### config.mk
export PLATFORM = sky130hd
export DESIGN_NAME = cv_ctrl_scanner
export DESIGN_NICKNAME = d
export VERILOG_FILES = /design/src/rtl/cv_ctrl_pkg.sv /design/src/rtl/cv_ctrl_keydec.sv /design/src/rtl/cv_ctrl_scanner.sv
export SDC_FILE = /design/constraint.sdc
export NUM_CORES = 1
export LEC_CHECK = 0
export BUFFER_PORTS_ARGS = -buffer_cell sky130_fd_sc_hd__buf_4
export CORE_MARGIN = 4
export CORE_UTILIZATION = 50
export CTS_CLUSTER_SIZE = 24
export DETAILED_ROUTE_END_ITERATION = 6
export GPL_ROUTABILITY_DRIVEN = 0
export PLACE_DENSITY = 0.78
export SETUP_SLACK_MARGIN = 0.5
export SYNTH_ARGS = -nofsm -noshare
export SYNTH_HDL_FRONTEND = slang
export SYNTH_HIERARCHICAL = 1
export SYNTH_SLANG_ARGS = --single-unit
### constraint.sdc
create_clock -name clk_sys -period 2.8 [get_ports clk_sys]
set_input_delay 0 -clock clk_sys [delete_from_list [all_inputs] [get_ports clk_sys]]
set_output_delay 0 -clock clk_sys [all_outputs]
set_load 0.01 [all_outputs]
### src/rtl/cv_ctrl_pkg.sv
// cv_ctrl_pkg: keypad code constants, joystick-word bit indices and scanner FSM states.
package cv_ctrl_pkg;

    localparam int JOY_W = 20;

    localparam logic [3:0] KC_0    = 4'b0011;
    localparam logic [3:0] KC_1    = 4'b1110;
    localparam logic [3:0] KC_2    = 4'b1101;
    localparam logic [3:0] KC_3    = 4'b0110;
    localparam logic [3:0] KC_4    = 4'b0001;
    localparam logic [3:0] KC_5    = 4'b1001;
    localparam logic [3:0] KC_6    = 4'b0111;
    localparam logic [3:0] KC_7    = 4'b1100;
    localparam logic [3:0] KC_8    = 4'b1000;
    localparam logic [3:0] KC_9    = 4'b1011;
    localparam logic [3:0] KC_STAR = 4'b1010;
    localparam logic [3:0] KC_HASH = 4'b0101;
    localparam logic [3:0] KC_PT   = 4'b0100;
    localparam logic [3:0] KC_BT   = 4'b0010;
    localparam logic [3:0] KC_NONE = 4'b1111;

    localparam int B_RIGHT = 0;
    localparam int B_LEFT  = 1;
    localparam int B_DOWN  = 2;
    localparam int B_UP    = 3;
    localparam int B_FIRE1 = 4;
    localparam int B_FIRE2 = 5;
    localparam int B_STAR  = 6;
    localparam int B_HASH  = 7;
    localparam int B_KEY0  = 8;
    localparam int B_PT    = 18;
    localparam int B_BT    = 19;

    typedef enum logic [1:0] {IDLE, SEL_JOY, SEL_KEY, DONE} state_t;

endpackage

### src/rtl/cv_ctrl_keydec.sv
// cv_ctrl_keydec: combinational keypad decode of one port's {p1,p2,p3,p4} code and fire line.
module cv_ctrl_keydec
    import cv_ctrl_pkg::*;
(
    input  logic [3:0]  code,
    input  logic        fire,
    output logic [19:5] bits
);

    always_comb begin
        bits = '0;
        bits[B_FIRE2] = ~fire;
        case (code)
            KC_0:    bits[B_KEY0]     = 1'b1;
            KC_1:    bits[B_KEY0 + 1] = 1'b1;
            KC_2:    bits[B_KEY0 + 2] = 1'b1;
            KC_3:    bits[B_KEY0 + 3] = 1'b1;
            KC_4:    bits[B_KEY0 + 4] = 1'b1;
            KC_5:    bits[B_KEY0 + 5] = 1'b1;
            KC_6:    bits[B_KEY0 + 6] = 1'b1;
            KC_7:    bits[B_KEY0 + 7] = 1'b1;
            KC_8:    bits[B_KEY0 + 8] = 1'b1;
            KC_9:    bits[B_KEY0 + 9] = 1'b1;
            KC_STAR: bits[B_STAR]     = 1'b1;
            KC_HASH: bits[B_HASH]     = 1'b1;
            KC_PT:   bits[B_PT]       = 1'b1;
            KC_BT:   bits[B_BT]       = 1'b1;
            default: ;
        endcase
    end

endmodule

### src/rtl/cv_ctrl_scanner.sv
// cv_ctrl_scanner: two-port controller scanner (joystick phase, then keypad phase).
// Define CV_CTRL_DEBOUNCE_EN to publish a word only after 3 identical consecutive scans.
module cv_ctrl_scanner
    import cv_ctrl_pkg::*;
#(
    parameter int SETTLE_CYC = 16
) (
    input  logic        clk_sys,
    input  logic        reset,
    input  logic        ce,
    input  logic        scan_req,
    output logic        busy,
    output logic [1:0]  ctrl_p5_o,
    output logic [1:0]  ctrl_p8_o,
    input  logic [1:0]  ctrl_p1_i,
    input  logic [1:0]  ctrl_p2_i,
    input  logic [1:0]  ctrl_p3_i,
    input  logic [1:0]  ctrl_p4_i,
    input  logic [1:0]  ctrl_p6_i,
    output logic [19:0] joy0_o,
    output logic [19:0] joy1_o,
    output logic        valid_o
);

    localparam int CW = $clog2(SETTLE_CYC + 1);
    localparam logic [CW-1:0] RELOAD = CW'(SETTLE_CYC);

    state_t state, state_n;
    logic [CW-1:0] cnt, cnt_n;
    logic last, pub;
    logic [19:5] key [2];
    logic [19:0] raw [2];
    logic [19:0] joy [2];

    assign last = cnt == CW'(1);
    assign pub = ce && state == DONE;

    for (genvar i = 0; i < 2; i++) begin : g_dec
        cv_ctrl_keydec u_dec (
            .code ({ctrl_p1_i[i], ctrl_p2_i[i], ctrl_p3_i[i], ctrl_p4_i[i]}),
            .fire (ctrl_p6_i[i]),
            .bits (key[i])
        );
    end

    always_comb begin
        state_n = state;
        cnt_n = cnt;
        if (ce) begin
            case (state)
                IDLE: if (scan_req) begin
                    state_n = SEL_JOY;
                    cnt_n = RELOAD;
                end
                SEL_JOY: begin
                    state_n = last ? SEL_KEY : SEL_JOY;
                    cnt_n = last ? RELOAD : cnt - CW'(1);
                end
                SEL_KEY: begin
                    state_n = last ? DONE : SEL_KEY;
                    cnt_n = last ? '0 : cnt - CW'(1);
                end
                default: state_n = IDLE;
            endcase
        end
    end

    assign busy = state != IDLE;
    assign ctrl_p8_o = state == SEL_JOY ? 2'b00 : 2'b11;
    assign ctrl_p5_o = state == SEL_KEY ? 2'b00 : 2'b11;

    always_ff @(posedge clk_sys or posedge reset) begin
        if (reset) begin
            state <= IDLE;
            cnt <= '0;
            valid_o <= 1'b0;
            for (int i = 0; i < 2; i++) raw[i] <= '0;
        end else begin
            state <= state_n;
            cnt <= cnt_n;
            valid_o <= pub;
            for (int i = 0; i < 2; i++) begin
                if (ce && last && state == SEL_JOY)
                    raw[i][4:0] <= ~{ctrl_p6_i[i], ctrl_p1_i[i], ctrl_p2_i[i], ctrl_p3_i[i], ctrl_p4_i[i]};
                if (ce && last && state == SEL_KEY)
                    raw[i][19:5] <= key[i];
            end
        end
    end

`ifdef CV_CTRL_DEBOUNCE_EN
    logic [19:0] hist [2];
    logic [1:0] seen [2];

    // seen counts consecutive identical scans (saturating); third match publishes
    always_ff @(posedge clk_sys or posedge reset) begin
        if (reset) begin
            for (int i = 0; i < 2; i++) begin
                joy[i] <= '0;
                hist[i] <= '0;
                seen[i] <= '0;
            end
        end else if (pub) begin
            for (int i = 0; i < 2; i++) begin
                if (raw[i] == hist[i]) begin
                    seen[i] <= seen[i] == 2'd3 ? 2'd3 : seen[i] + 2'd1;
                    if (seen[i] >= 2'd2) joy[i] <= raw[i];
                end else begin
                    hist[i] <= raw[i];
                    seen[i] <= 2'd1;
                end
            end
        end
    end
`else
    always_ff @(posedge clk_sys or posedge reset) begin
        if (reset) begin
            for (int i = 0; i < 2; i++) joy[i] <= '0;
        end else if (pub) begin
            for (int i = 0; i < 2; i++) joy[i] <= raw[i];
        end
    end
`endif

    assign joy0_o = joy[0];
    assign joy1_o = joy[1];

endmodule

; Yosys cells after proc, flatten, opt, wreduce, memory -nomap -nowiden
; Cells that the tools add are included.
[totals]
out_inout_bits = 46
register_bits = 88
[classes]
addsub = 1
n_mux = 38
bitwise = 4
n_reduce_logical = 9
n_eq_ne = 33
[op_table]
columns = cell, count
row1 = $eq 4x4->1 const B, 14
row2 = $eq 4x3->1 const B, 8
row3 = $mux 1, 29
row4 = $eq 4x2->1 const B, 4
row5 = $mux 5, 3
row6 = $pmux 5 s3, 1
row7 = $not 5->5, 2
row8 = $eq 4x1->1 const B, 2
row9 = $mux 2, 4
row10 = $pmux 2 s3, 1
row11 = $eq 5x1->1 const B, 1
row12 = $sub 5x1->5 const B, 1
row13 = $eq 2x2->1 const B, 2
row14 = $logic_and 1x1->1, 4
row15 = $reduce_and 3->1, 1
row16 = $reduce_bool 3->1, 1
row17 = $eq 2x1->1 const B, 1
row18 = $logic_not 2->1, 1
row19 = $ne 2x2->1 const B, 1
row20 = $not 1->1, 2
row21 = $reduce_and 2->1, 1
row22 = $reduce_bool 2->1, 1

; Longest topological paths before layout
; Gate-level depths: netlist of run 1.
[depth]
depth_word = 3
ltp_mapped = 7

; Modules after synthesis
; The synthesis of run 1 kept the hierarchy.
[modules_own_cells]
columns = mod, seq_area_each_um2, n_inst, cells_per_inst, area_per_inst_um2
row1 = cv_ctrl_scanner, 2202.1, 1, 240, 3599.7
row2 = cv_ctrl_keydec, 0.0, 2, 19, 259.0

; Worst setup path before layout of run 1
; No wires, ideal clock.
[synth_path]
kind = reg2reg
startpoint = reg cnt[1]
endpoint = reg raw[10] (netlist bit)
path_buffers = 1
synth_period_minus_slack_ns = 1.667
required_time_ns = 2.675
path_stages_with_launch = 7
setup_slack_ns = 1.133
arrival_ns = 1.542
cell_sequence = dfrtp_1 > inv_1 > ha_1 > nor4b_4 > nand3_2 > buf_6 > mux2_4
[synth_via]
elab_chain_len = 3
[synth_rtl]
columns = item, line_no
row1 = from (decl), cv_ctrl_scanner.sv:29  ; logic [CW-1:0] cnt, cnt_n;
row2 = from (signal assigned), cv_ctrl_scanner.sv:80  ; cnt <= cnt_n;
row3 = $eq 5x1->1, cv_ctrl_scanner.sv:35  ; assign last = cnt == CW'(1);
row4 = $logic_and 1x1->1 (2 in a row), cv_ctrl_scanner.sv:85  ; if (ce && last && state == SEL_KEY)
row5 = "to (signal, indexed assignment)", cv_ctrl_scanner.sv:84  ; raw[i][4:0] <= ~{ctrl_p6_i[i], ctrl_p1_i[i], ctrl_p2_i[i], ctrl_p3_i[i], ctrl_p4_i[i]};
row6 = "to (signal, indexed assignment)", cv_ctrl_scanner.sv:86  ; raw[i][19:5] <= key[i];
row7 = to (decl), cv_ctrl_scanner.sv:32  ; logic [19:0] raw [2];
; Every way passes these cells.
; A chain may end at the register's enable or synchronous reset.

; Worst setup path in the final report of run 1
[layout_path]
startpoint = reg cnt[1]
endpoint = reg raw[19] (netlist bit)
; Same word-level chain as after synthesis.

==> results of run 1 <==
-- through the flow --
step / worst slack [ns] / utilization (%) / power, mW / cells / hold slack [ns]
6_report: 0.781 / 62.3 / 3.77 / 446 / 0.0174
5_1_grt: 0.633 / 62.3 / 3.99 / 446 / 0.0227
4_1_cts: 0.719 / 62.3 / 3.80 / 446 / 0.00303
3_5_place_dp: 0.735 / 58.3 / 2.71 / 424 / 0.213
3_3_place_gp: 0.888 / 58.3 / 2.67 / 424 / 0.212
2_1_floorplan: 0.521 / - / 2.34 / 278 / 0.112
-- area by class of cell --
type / instances / area share, %
Clock buffer: 12 / 3.17
Clock inverter: 4 / 2.02
Inverter: 12 / 0.946
Multi-Input combinational cell: 159 / 35.1
Sequential cell: 88 / 45.0
Tap cell: 102 / 2.61
Timing Repair Buffer: 69 / 11.2
-- worst max-delay path, stage by stage (launching register included) --
cell and delay [ns]:
dfrtp_1 0.43, inv_1 0.09, ha_1 0.17, nor4b_4 0.40
nand3_2 0.12, buf_4 0.32, mux2_4 0.36
-- logic make-up (layout without fill, tap and decap cells) --
family                     after synthesis  count (layout)  share of synthesized area (%)
and+or+nand+nor                         57              57                           13.9
DFF                                     88              88                           53.5
adders and majority gates                6               6                           1.82
muxes                                   72              72                           22.4
AOI/OAI and AO/OA                       24              24                           3.34
buffers and inverters                   31              97                           5.01
-- power by group --
group          switching [mW]  internal, mW
logic                   0.458         0.515
clock network           0.431         0.646
registers               0.187          1.53
total                    1.08          2.69
-- what timing repair did --
item / in CTS / in global routing
gates resized for setup: 0 / 1
endpoints found under the hold margin: 71 / 0
endpoints found under the setup margin: 0 / 10
hold buffers: 6 / 0
-- placed cells by master (no fill, tap or decap), types with 2 or more instances in the layout --
cell           instances
clkbuf_8              11
nand3_2                2
ha_1                   6
nor2_1                 3
and4b_1                8
dlygate4sd3_1          6
and4bb_1              12
o21ai_0               16
a31oi_1                3
mux2_2                42
nand2_1               15
nor4_1                 4
buf_4                 62
dfrtp_1               88
inv_1                 11
nor4b_4                9
mux2_4                30
bufinv_16              3
-- final timing paths --
check,startpoint,endpoint,slack [ns],depth (start not counted)
max in group asynchronous,reset,raw[16]$_DFFE_PP0P_,1.54,4
worst max register to register,cnt[1]$_DFFE_PP0P_,raw[19]$_DFFE_PP0P_,0.78,6
worst max-delay path,cnt[1]$_DFFE_PP0P_,raw[19]$_DFFE_PP0P_,0.78,6
worst min-delay path,ctrl_p3_i[1],raw[1]$_DFFE_PP0P_,0.02,2
min in group asynchronous,reset,raw[4]$_DFFE_PP0P_,0.47,3
worst min register to register,raw[0]$_DFFE_PP0P_,raw[0]$_DFFE_PP0P_,0.49,2
-- per-layer routing --
metal  share of wire [%]  wire (um)  GRT usage (%)  vias to the layer above
met1                  47       3430           22.0                     1221
met4                 1.0         73           6.30                        0
met3                 4.6        336           4.03                        6
met2                  47       3400           24.0                       47
li1                    -          -              -                     1124
met5                   0          0              0                        -
-- registers in the layout (all words and copies together), names as in the netlist --
name     cells
cnt          5
state        2
raw         40
joy0_o      20
valid_o      1
joy1_o      20
==> flow_metrics.env, run 1 <==
export IMPL_cts_tree="yes"
export IMPL_routedWlPerCell_um=16.2
export IMPL_antenna_found_initial=0
export IMPL_placementRows=32
export IMPL_fillers=601
export IMPL_postSynthCellCount=278
export IMPL_drt_iter0_markers=59
export IMPL_cp_end_kind="flip-flop"
export IMPL_multi_input_area_um2=1720
export IMPL_cp_arrival_ns=2.25
export IMPL_vias_per_cell=5.38
export IMPL_cap_violations=0
export IMPL_cts_sinks=88
export IMPL_drc_errors=0
export IMPL_dieArea_um2=9750
export IMPL_hold_class="in -> reg"
export IMPL_cts_buffer_depth=2
export IMPL_cp_required_ns=3.03
export IMPL_cts_root_buf="clkbuf_8"
export IMPL_fin_area_um2=4890
export IMPL_power_leakage_nw=2.58
export IMPL_worstMarginPinSlew_ns=1.13
export IMPL_drive_gt1_share_pct=47.4
export IMPL_ir_worst_vdd_v=0.000520
export IMPL_area_growth_pct=18.8
export IMPL_grt_pass1_wl_um=12500
export IMPL_synthTopCellsByArea="dfrtp_1, mux2_2, mux2_4"
export IMPL_yosysTopAreaCell="dfrtp_1"
export IMPL_maxSlewViolCount=0
export IMPL_initial_utilization_pct=52.5
export IMPL_synth_edf_count=0
export IMPL_final_setup_viol_count=0
export IMPL_drt_antenna_violating_nets=0
export IMPL_ys_ff_latch=88
export IMPL_syn_area_um2=4120
export IMPL_synth_nets=298
export IMPL_yosysWarnings=6
export IMPL_yosysTopAreaCellShare_pct=53.5
export IMPL_finalHoldViolCount=0
export IMPL_status="finished clean"
export IMPL_grt_start_max_net_pins=67
export IMPL_via_count=2398
export IMPL_firstDrtPassIters=4
export IMPL_place_port_buffers=59
export IMPL_finClkSkew_ns=0.00892
export IMPL_fmax_mhz=495
export IMPL_maxSlewHeadroom_pct=24.7
export IMPL_rsz0062_at_grt="no"
export IMPL_setup_tns_ns=0
export IMPL_totalWireLength_um=7240
export IMPL_clkLatencyLatePin_ns=0.35
export IMPL_place_area_um2=4570
export IMPL_period_needed_ns=2.02
export IMPL_h_tree_depth=3
export IMPL_cts_made_buffers=9
export IMPL_cp_max_fo=30
export IMPL_regArea_um2=2200
export IMPL_gr_usage_all_layers_pct=15.9
export IMPL_critical_path_startpoint_type="flip-flop"
export IMPL_ys_async_sr_fraction_pct=100
export IMPL_synth_most_common_cell="dfrtp_1"
export IMPL_ios=60
export IMPL_synth_top_cells_by_count="dfrtp_1, mux2_2, mux2_4"
export IMPL_synth_seq_area_share_pct=53.5
export IMPL_worstSetupPathType="reg -> reg"
export IMPL_cts_setup_buffers=0
export IMPL_yosys_most_used_dff="dfrtp_1"
export IMPL_dpl_hpwl_um=4810
export IMPL_grt_pass1_vias=2517
export IMPL_num_antenna_cells=0
export IMPL_ys_types=26
export IMPL_period_share_pct=72.1
export IMPL_powerDensity_nw_per_um2=770
export IMPL_path_clk_slew_ns=0.08
export IMPL_grt_ovfl_total=0
export IMPL_die_w_um=98.8
export IMPL_syn_avg_cell_area_um2=14.8
export IMPL_die_y_um=98.8
export IMPL_fin_nets=359
export IMPL_core_area_um2=7850
Note: power is estimated with default switching activity, not from simulation.
==> run 2, diff against run 1 <==
ABC_AREA = 1   (was default)
PLACE_DENSITY = 0.81   (was 0.78)
clock period = 1.8 ns   (was 2.8 ns; I/O delays follow)
==> run 2 against run 1 <==
Compared with the run above: design area rose by 5.8%; via count rose by 30%; worst hold slack improved by 0.024 ns; sequential power rose by 38%; sequential share of layout area fell by 2.5 points; critical path type unchanged; global-route usage rose by 2.1 points; clock-buffer cell count fell by 2; critical endpoint is now raw[11]$_DFFE_PP0P_.
==> flow_metrics.env, run 2 <==
export IMPL_worst_slack_ns=0.358
export IMPL_regArea_um2=2200
export IMPL_worstMarginPinSlew_ns=0.504
export IMPL_synth_seq_area_share_pct=54.8
export IMPL_area_growth_pct=28.9
export IMPL_initial_utilization_pct=51.7
export IMPL_r2r_cells=10
export IMPL_synth_area_mux_share_pct=0
export IMPL_totalWireLength_um=8550
export IMPL_dpl_hpwl_um=5330
export IMPL_multi_input_area_um2=1620
export IMPL_final_cells=644
export IMPL_cp_max_fo=30
export IMPL_die_y_um=97.6
export IMPL_fin_nets=557
export IMPL_power_leakage_nw=2.64
export IMPL_cts_sinks=88
export IMPL_setup_tns_ns=0
export IMPL_post_route_util_pct=66.7
export IMPL_ys_async_sr_fraction_pct=100
export IMPL_cp_common_cell="inv_2"
export IMPL_grt_start_max_net_pins=67
export IMPL_min_from="scan_req"
export IMPL_cp_cell_sequence="inv_2 > ha_4 > inv_2 > nor2_4 > nand2_4 > inv_8 > nand3_4 > buf_12 > nand2_2 > o21ai_2"
export IMPL_maxSlewHeadroom_pct=66.3
export IMPL_period_needed_ns=1.44
export IMPL_dp_slack_ns=0.251
export IMPL_fin_area_um2=5180
export IMPL_final_setup_viol_count=0
export IMPL_period_share_pct=80.1
export IMPL_largest_reg_flops=40
export IMPL_synth_fa_ha_area_share_pct=1.87
export IMPL_core_area_um2=7770
export IMPL_cp_slowest_cell="dfrtp_1"
export IMPL_grt_pass1_wl_um=14100
export IMPL_yosysWarnings=6
export IMPL_internal_power_mw=3.65
export IMPL_gr_usage_all_layers_pct=18.0
export IMPL_combPwrFrac_pct=30.6
export IMPL_antenna_found_initial=0
export IMPL_grt_ovfl_total=0
export IMPL_h_tree_depth=3
export IMPL_synth_nets=472
export IMPL_maxSlewViolCount=0
export IMPL_cap_violations=0
export IMPL_seq_power_share_pct=43.7
export IMPL_power_share_switching_pct=32.7
export IMPL_grt_pass1_vias=3105
export IMPL_fillers=611
export IMPL_dp_cells=599
export IMPL_clockPowerShare_pct=25.7
export IMPL_hold_class="in -> reg"
export IMPL_routedWlPerCell_um=13.3
export IMPL_synth_edf_count=0
export IMPL_hold_end="state[1]$_DFFE_PP0P_"
export IMPL_clkLatencyLatePin_ns=0.35
export IMPL_ys_types=25
export IMPL_hold_depth=3
export IMPL_cts_buffer_depth=2
export IMPL_drt_iter0_markers=109
export IMPL_via_count=3110
export IMPL_place_area_um2=4510
export IMPL_yosysTopAreaCellShare_pct=54.8
export IMPL_synth_top_cells_by_count="nand2_1, dfrtp_1, inv_1"
export IMPL_cp_required_ns=2.03
export IMPL_ys_ff_latch=88
export IMPL_drc_errors=0
export IMPL_mostFrequentLayoutCell="nand2_1"
export IMPL_placementRows=32
export IMPL_synthXorXnorAreaFrac_pct=0.436
export IMPL_slowest_delay_ns=0.38
export IMPL_syn_avg_cell_area_um2=8.89
export IMPL_ir_worst_vdd_v=0.000575
export IMPL_synth_compound_area_share_pct=9.06
export IMPL_finalHoldViolCount=0
export IMPL_cts_root_buf="clkbuf_8"
export IMPL_fmax_mhz=693
export IMPL_cp_arrival_ns=1.68
export IMPL_drt_antenna_violating_nets=0
export IMPL_r2r_start="cnt[1]$_DFFE_PP0P_"
export IMPL_yosys_area_share_simple_pct=25.1
export IMPL_syn_area_um2=4020
export IMPL_cp_end_kind="flip-flop"
export IMPL_synthTopCellsByArea="dfrtp_1, nand2_1, o21ai_2"
export IMPL_path_clk_slew_ns=0.09
export IMPL_status="finished clean"
export IMPL_yosysTopAreaCell="dfrtp_1"
export IMPL_synth_top_family_by_area="simple AND/OR/NAND/NOR gates"
export IMPL_r2r_slack_ns=0.36
export IMPL_cts_tree="yes"
export IMPL_num_antenna_cells=0
export IMPL_rsz0062_at_grt="yes"
export IMPL_worstSetupPathType="reg -> reg"
export IMPL_top_register="raw"
export IMPL_finClkSkew_ns=0.00697
export IMPL_cts_made_buffers=9
export IMPL_critical_path_startpoint_type="flip-flop"
export IMPL_firstDrtPassIters=4
export IMPL_ios=60
export IMPL_postSynthCellCount=452
export IMPL_synth_most_common_cell="nand2_1"
export IMPL_vias_per_cell=4.83
export IMPL_r2r_end="raw[11]$_DFFE_PP0P_"
export IMPL_place_port_buffers=59
export IMPL_switching_power_mw=1.77
export IMPL_die_w_um=97.6
export IMPL_drive_gt1_share_pct=35.8
export IMPL_final_cell_mix="nand2_1, dfrtp_1, buf_4, inv_1, nand2_2"
export IMPL_powerDensity_nw_per_um2=1050
export IMPL_dieArea_um2=9530
export IMPL_yosys_most_used_dff="dfrtp_1"
==> run 2: cell types whose count changed in the layout (fill, tap and decap cells not counted), moves of 12 or more <==
| cell | delta |
|---|---|
| and4bb_1 | -12 |
| mux2_4 | -30 |
| inv_1 | +34 |
| nand2_1 | +134 |
| nand2_2 | +36 |
| o21ai_2 | +31 |
| o21ai_0 | -14 |
| nor2_1 | +26 |
| o21ai_1 | +14 |
| mux2_2 | -42 |
==> run 2: worst max-delay path by stage <==
| stage | endpoint | start | depth (start not counted) |
|---|---|---|---|
| floorplan | raw[15]$_DFFE_PP0P_ | cnt[1]$_DFFE_PP0P_ | 10 |
| global placement | raw[2]$_DFFE_PP0P_ | cnt[1]$_DFFE_PP0P_ | 9 |
| detailed placement | raw[24]$_DFFE_PP0P_ | cnt[1]$_DFFE_PP0P_ | 9 |
| CTS | raw[11]$_DFFE_PP0P_ | cnt[1]$_DFFE_PP0P_ | 10 |
| global route | raw[11]$_DFFE_PP0P_ | cnt[1]$_DFFE_PP0P_ | 10 |
| finish | raw[11]$_DFFE_PP0P_ | cnt[1]$_DFFE_PP0P_ | 10 |
==> run 2: cell type report <==
cell class                      instances  area share (%)
Tap cell                              102            2.46
Inverter                               56            4.57
Multi-Input combinational cell        292            31.2
Timing Repair Buffer                   90            15.2
Clock inverter                          6            1.30
Sequential cell                        88            42.5
Clock buffer                           10            2.66
==> run 2: metrics by stage <==
stage                     hold WS, ns  total power, mW
after floorplan                0.0947             3.10
after global placement         0.0519             3.38
after detailed placement       0.0640             3.43
after CTS                    0.000385             5.02
after global routing           0.0632             5.69
final                          0.0413             5.42
==> run 2: routing by layer <==
metal	GRT usage, %	up-vias	wire, um
met1	22.3	1497	3780
met2	31.4	66	4290
met3	3.73	11	326
met4	5.96	0	156
met5	0	-	0
li1	-	1536	-
==> run 2: timing repair <==
item,4_1_cts,5_1_grt
endpoints found under the setup margin,91,92
pin swaps,5,8
gates cloned,0,2
hold endpoints to repair,34,0
resized for setup,30,30
setup buffers,5,11
hold buffers,11,0
==> run 2: logic make-up after synthesis <==
kind of cell,after synthesis
flops,88
buf+inv,74
fa+ha+maj,6
simple gates,232
compound gates,50
xor+xnor,2
==> run 2: power by group through the flow <==
stage,Clock [mW],Sequential (mW),Combinational [mW]
final,1.39,2.37,1.66
after global routing,1.51,2.39,1.79
after CTS,1.43,2.35,1.24
after detailed placement,0,2.39,1.04
after global placement,0,2.38,1.00
after floorplan,0,2.39,0.718
==> run 2: worst max-delay path: cells and delay by family, from the launching register on <==
family | cells | cell delay (ns)
DFF | 1 | 0.38
adders and majority gates | 1 | 0.13
and+or+nand+nor | 4 | 0.36
buffers and inverters | 4 | 0.40
AOI/OAI and AO/OA | 1 | 0.05
==> run 3, diff against run 2 <==
ABC_AREA = 0   (was 1)
PLACE_DENSITY = 0.78   (was 0.81)
clock period = 1.39 ns   (was 1.8 ns; I/O delays follow)
==> run 3 against run 2 <==
Compared with the run above: the flow now finishes with violations (setup timing); wire length grew 24%; maximum frequency shrank 16%; utilization grew 14 points; critical path depth shrank 4; cell count shrank 18%; first-iteration DRC count shrank 1.8%; global-route usage grew 2.6 points; design area grew 22%; power grew 78%; via count shrank 7.8%; critical endpoint is now raw[32]$_DFFE_PP0P_.
==> flow_metrics.env, run 3 (synthesized netlist as in run 1, its figures left out) <==
export IMPL_status="complete, but fails checks"
export IMPL_violations="setup timing"
export IMPL_die_y_um=98.8
export IMPL_finClkSkew_ns=0.0128
export IMPL_fmax_mhz=583
export IMPL_largest_reg_flops=40
export IMPL_critical_path_startpoint_type="flip-flop"
export IMPL_post_route_util_pct=80.3
export IMPL_cp_arrival_ns=1.98
export IMPL_fin_nets=440
export IMPL_antenna_found_initial=0
export IMPL_maxSlewHeadroom_pct=68.2
export IMPL_firstDrtPassIters=5
export IMPL_die_w_um=98.8
export IMPL_drc_errors=0
export IMPL_fin_area_um2=6300
export IMPL_dp_cells=445
export IMPL_drt_iter0_markers=107
export IMPL_switching_power_mw=3.21
export IMPL_mostFrequentLayoutCell="dfrtp_1"
export IMPL_seq_power_share_pct=37.0
export IMPL_totalWireLength_um=10600
export IMPL_place_area_um2=4980
export IMPL_clkLatencyLatePin_ns=0.36
export IMPL_worstSetupStartpoint="cnt[1]$_DFFE_PP0P_"
export IMPL_dpl_hpwl_um=5130
export IMPL_ir_worst_vdd_v=0.00127
export IMPL_cp_max_fo=13
export IMPL_ios=60
export IMPL_final_cells=527
export IMPL_combPwrFrac_pct=43.7
export IMPL_hold_depth=3
export IMPL_placementRows=32
export IMPL_initial_utilization_pct=52.5
export IMPL_r2r_slack_ns=-0.32
export IMPL_cts_root_buf="clkbuf_8"
export IMPL_rsz0062_at_grt="yes"
export IMPL_dieArea_um2=9750
export IMPL_cp_end_kind="flip-flop"
export IMPL_via_count=2867
export IMPL_r2r_start="cnt[1]$_DFFE_PP0P_"
export IMPL_period_needed_ns=1.71
export IMPL_grt_start_max_net_pins=89
export IMPL_cp_cell_sequence="inv_2 > ha_4 > nor4b_4 > nand3_4 > clkbuf_16 > mux2_4"
export IMPL_place_port_buffers=59
export IMPL_core_area_um2=7850
export IMPL_power_leakage_nw=3.28
export IMPL_power_share_switching_pct=33.2
export IMPL_drive_gt1_share_pct=67.1
export IMPL_cap_violations=0
export IMPL_slowest_delay_ns=0.42
export IMPL_period_share_pct=123
export IMPL_final_cell_mix="dfrtp_1, mux2_4, buf_6, buf_4, and4bb_1"
export IMPL_top_register="raw"
export IMPL_worstSetupPathType="reg -> reg"
export IMPL_cts_made_buffers=9
export IMPL_cts_tree="yes"
export IMPL_path_clk_slew_ns=0.10
export IMPL_hold_end="cnt[4]$_DFFE_PP0P_"
export IMPL_min_from="ce"
export IMPL_gr_usage_all_layers_pct=20.6
export IMPL_cp_required_ns=1.65
export IMPL_num_antenna_cells=0
export IMPL_worstMarginPinSlew_ns=0.477
export IMPL_r2r_cells=6
export IMPL_grt_pass1_vias=3072
export IMPL_cts_buffer_depth=2
export IMPL_grt_ovfl_total=0
export IMPL_vias_per_cell=5.44
export IMPL_final_setup_viol_count=91
export IMPL_area_growth_pct=53.1
export IMPL_clockPowerShare_pct=19.2
export IMPL_h_tree_depth=3
export IMPL_drt_antenna_violating_nets=0
export IMPL_hold_class="in -> reg"
export IMPL_routedWlPerCell_um=20.1
export IMPL_maxSlewViolCount=0
export IMPL_internal_power_mw=6.45
export IMPL_grt_pass1_wl_um=15900
export IMPL_cts_sinks=88
export IMPL_powerDensity_nw_per_um2=1530
export IMPL_finalHoldViolCount=0
export IMPL_r2r_end="raw[32]$_DFFE_PP0P_"
export IMPL_cp_slowest_cell="dfrtp_1"
export IMPL_worst_slack_ns=-0.324
-- run 3: cell types whose count changed in the layout (fill, tap and decap cells not counted), sizes merged, moves of 9 or more --
cell    delta
buf       +58
nor4b      +9
o21ai     -32
nor2      -34
inv       -43
nand2    -172
and4bb    +12
mux2      +72
-- run 3: power by group through the flow --
stage | registers (mW) | logic [mW] | clock network, mW
6_report | 3.58 | 4.23 | 1.86
5_1_grt | 3.64 | 4.48 | 1.99
4_1_cts | 3.49 | 3.65 | 1.84
3_5_place_dp | 3.50 | 2.63 | 0
3_3_place_gp | 3.47 | 2.56 | 0
2_1_floorplan | 3.54 | 1.54 | 0
-- run 3: repair_timing --
action,in CTS,in global routing
hold buffers,11,0
setup endpoints to repair,133,134
cloned,5,2
hold endpoints to repair,100,0
gates resized for setup,100,40
pin swaps,21,4
buffers inserted,41,7
-- run 3: through the flow --
| stage | worst slack, ns | hold WS, ns | total power, mW | TNS (ns) |
|---|---|---|---|---|
| finish | -0.324 | 0.0335 | 9.66 | -17.43 |
| global route | -0.356 | 0.0398 | 10.1 | -21.32 |
| CTS | -0.238 | 0.00689 | 8.98 | -11.95 |
| detailed placement | -0.236 | 0.167 | 6.13 | -14.11 |
| global placement | -0.180 | 0.163 | 6.03 | -11.24 |
| floorplan | -0.275 | 0.112 | 5.08 | -9.24 |
-- run 3: worst max-delay path: cells and delay by family, from the launching register on --
kind / cells / cell delay [ns]
mux: 1 / 0.31
simple gates: 2 / 0.44
buf+inv: 2 / 0.32
fa+ha+maj: 1 / 0.13
flops: 1 / 0.42
-- run 3: layout make-up --
type | instances | area (um^2)
inverter | 12 | 63.8
clock buffer | 9 | 124
tap | 102 | 128
timing repair buffer | 150 | 1580
clock inverter | 7 | 78.8
fill | 404 | 1550
multi-input combinational | 159 | 2120
sequential | 88 | 2200
-- run 3: layer usage --
metal / global-route usage (%) / up-vias / routed length [um]
met2: 34.4 / 104 / 5450
met5: 0 / - / 0
met3: 5.02 / 29 / 530
li1: - / 1289 / -
met1: 25.8 / 1445 / 4230
met4: 7.67 / 0 / 362
-- run 3: worst max-delay path by stage --
| stage | to | slack, ns |
|---|---|---|
| 3_5_place_dp | raw[37]$_DFFE_PP0P_ | -0.24 |
| 4_1_cts | raw[10]$_DFFE_PP0P_ | -0.24 |
| 5_1_grt | raw[32]$_DFFE_PP0P_ | -0.36 |
| 2_1_floorplan | raw[10]$_DFFE_PP0P_ | -0.27 |
| 6_report | raw[32]$_DFFE_PP0P_ | -0.32 |
| 3_3_place_gp | raw[34]$_DFFE_PP0P_ | -0.18 |
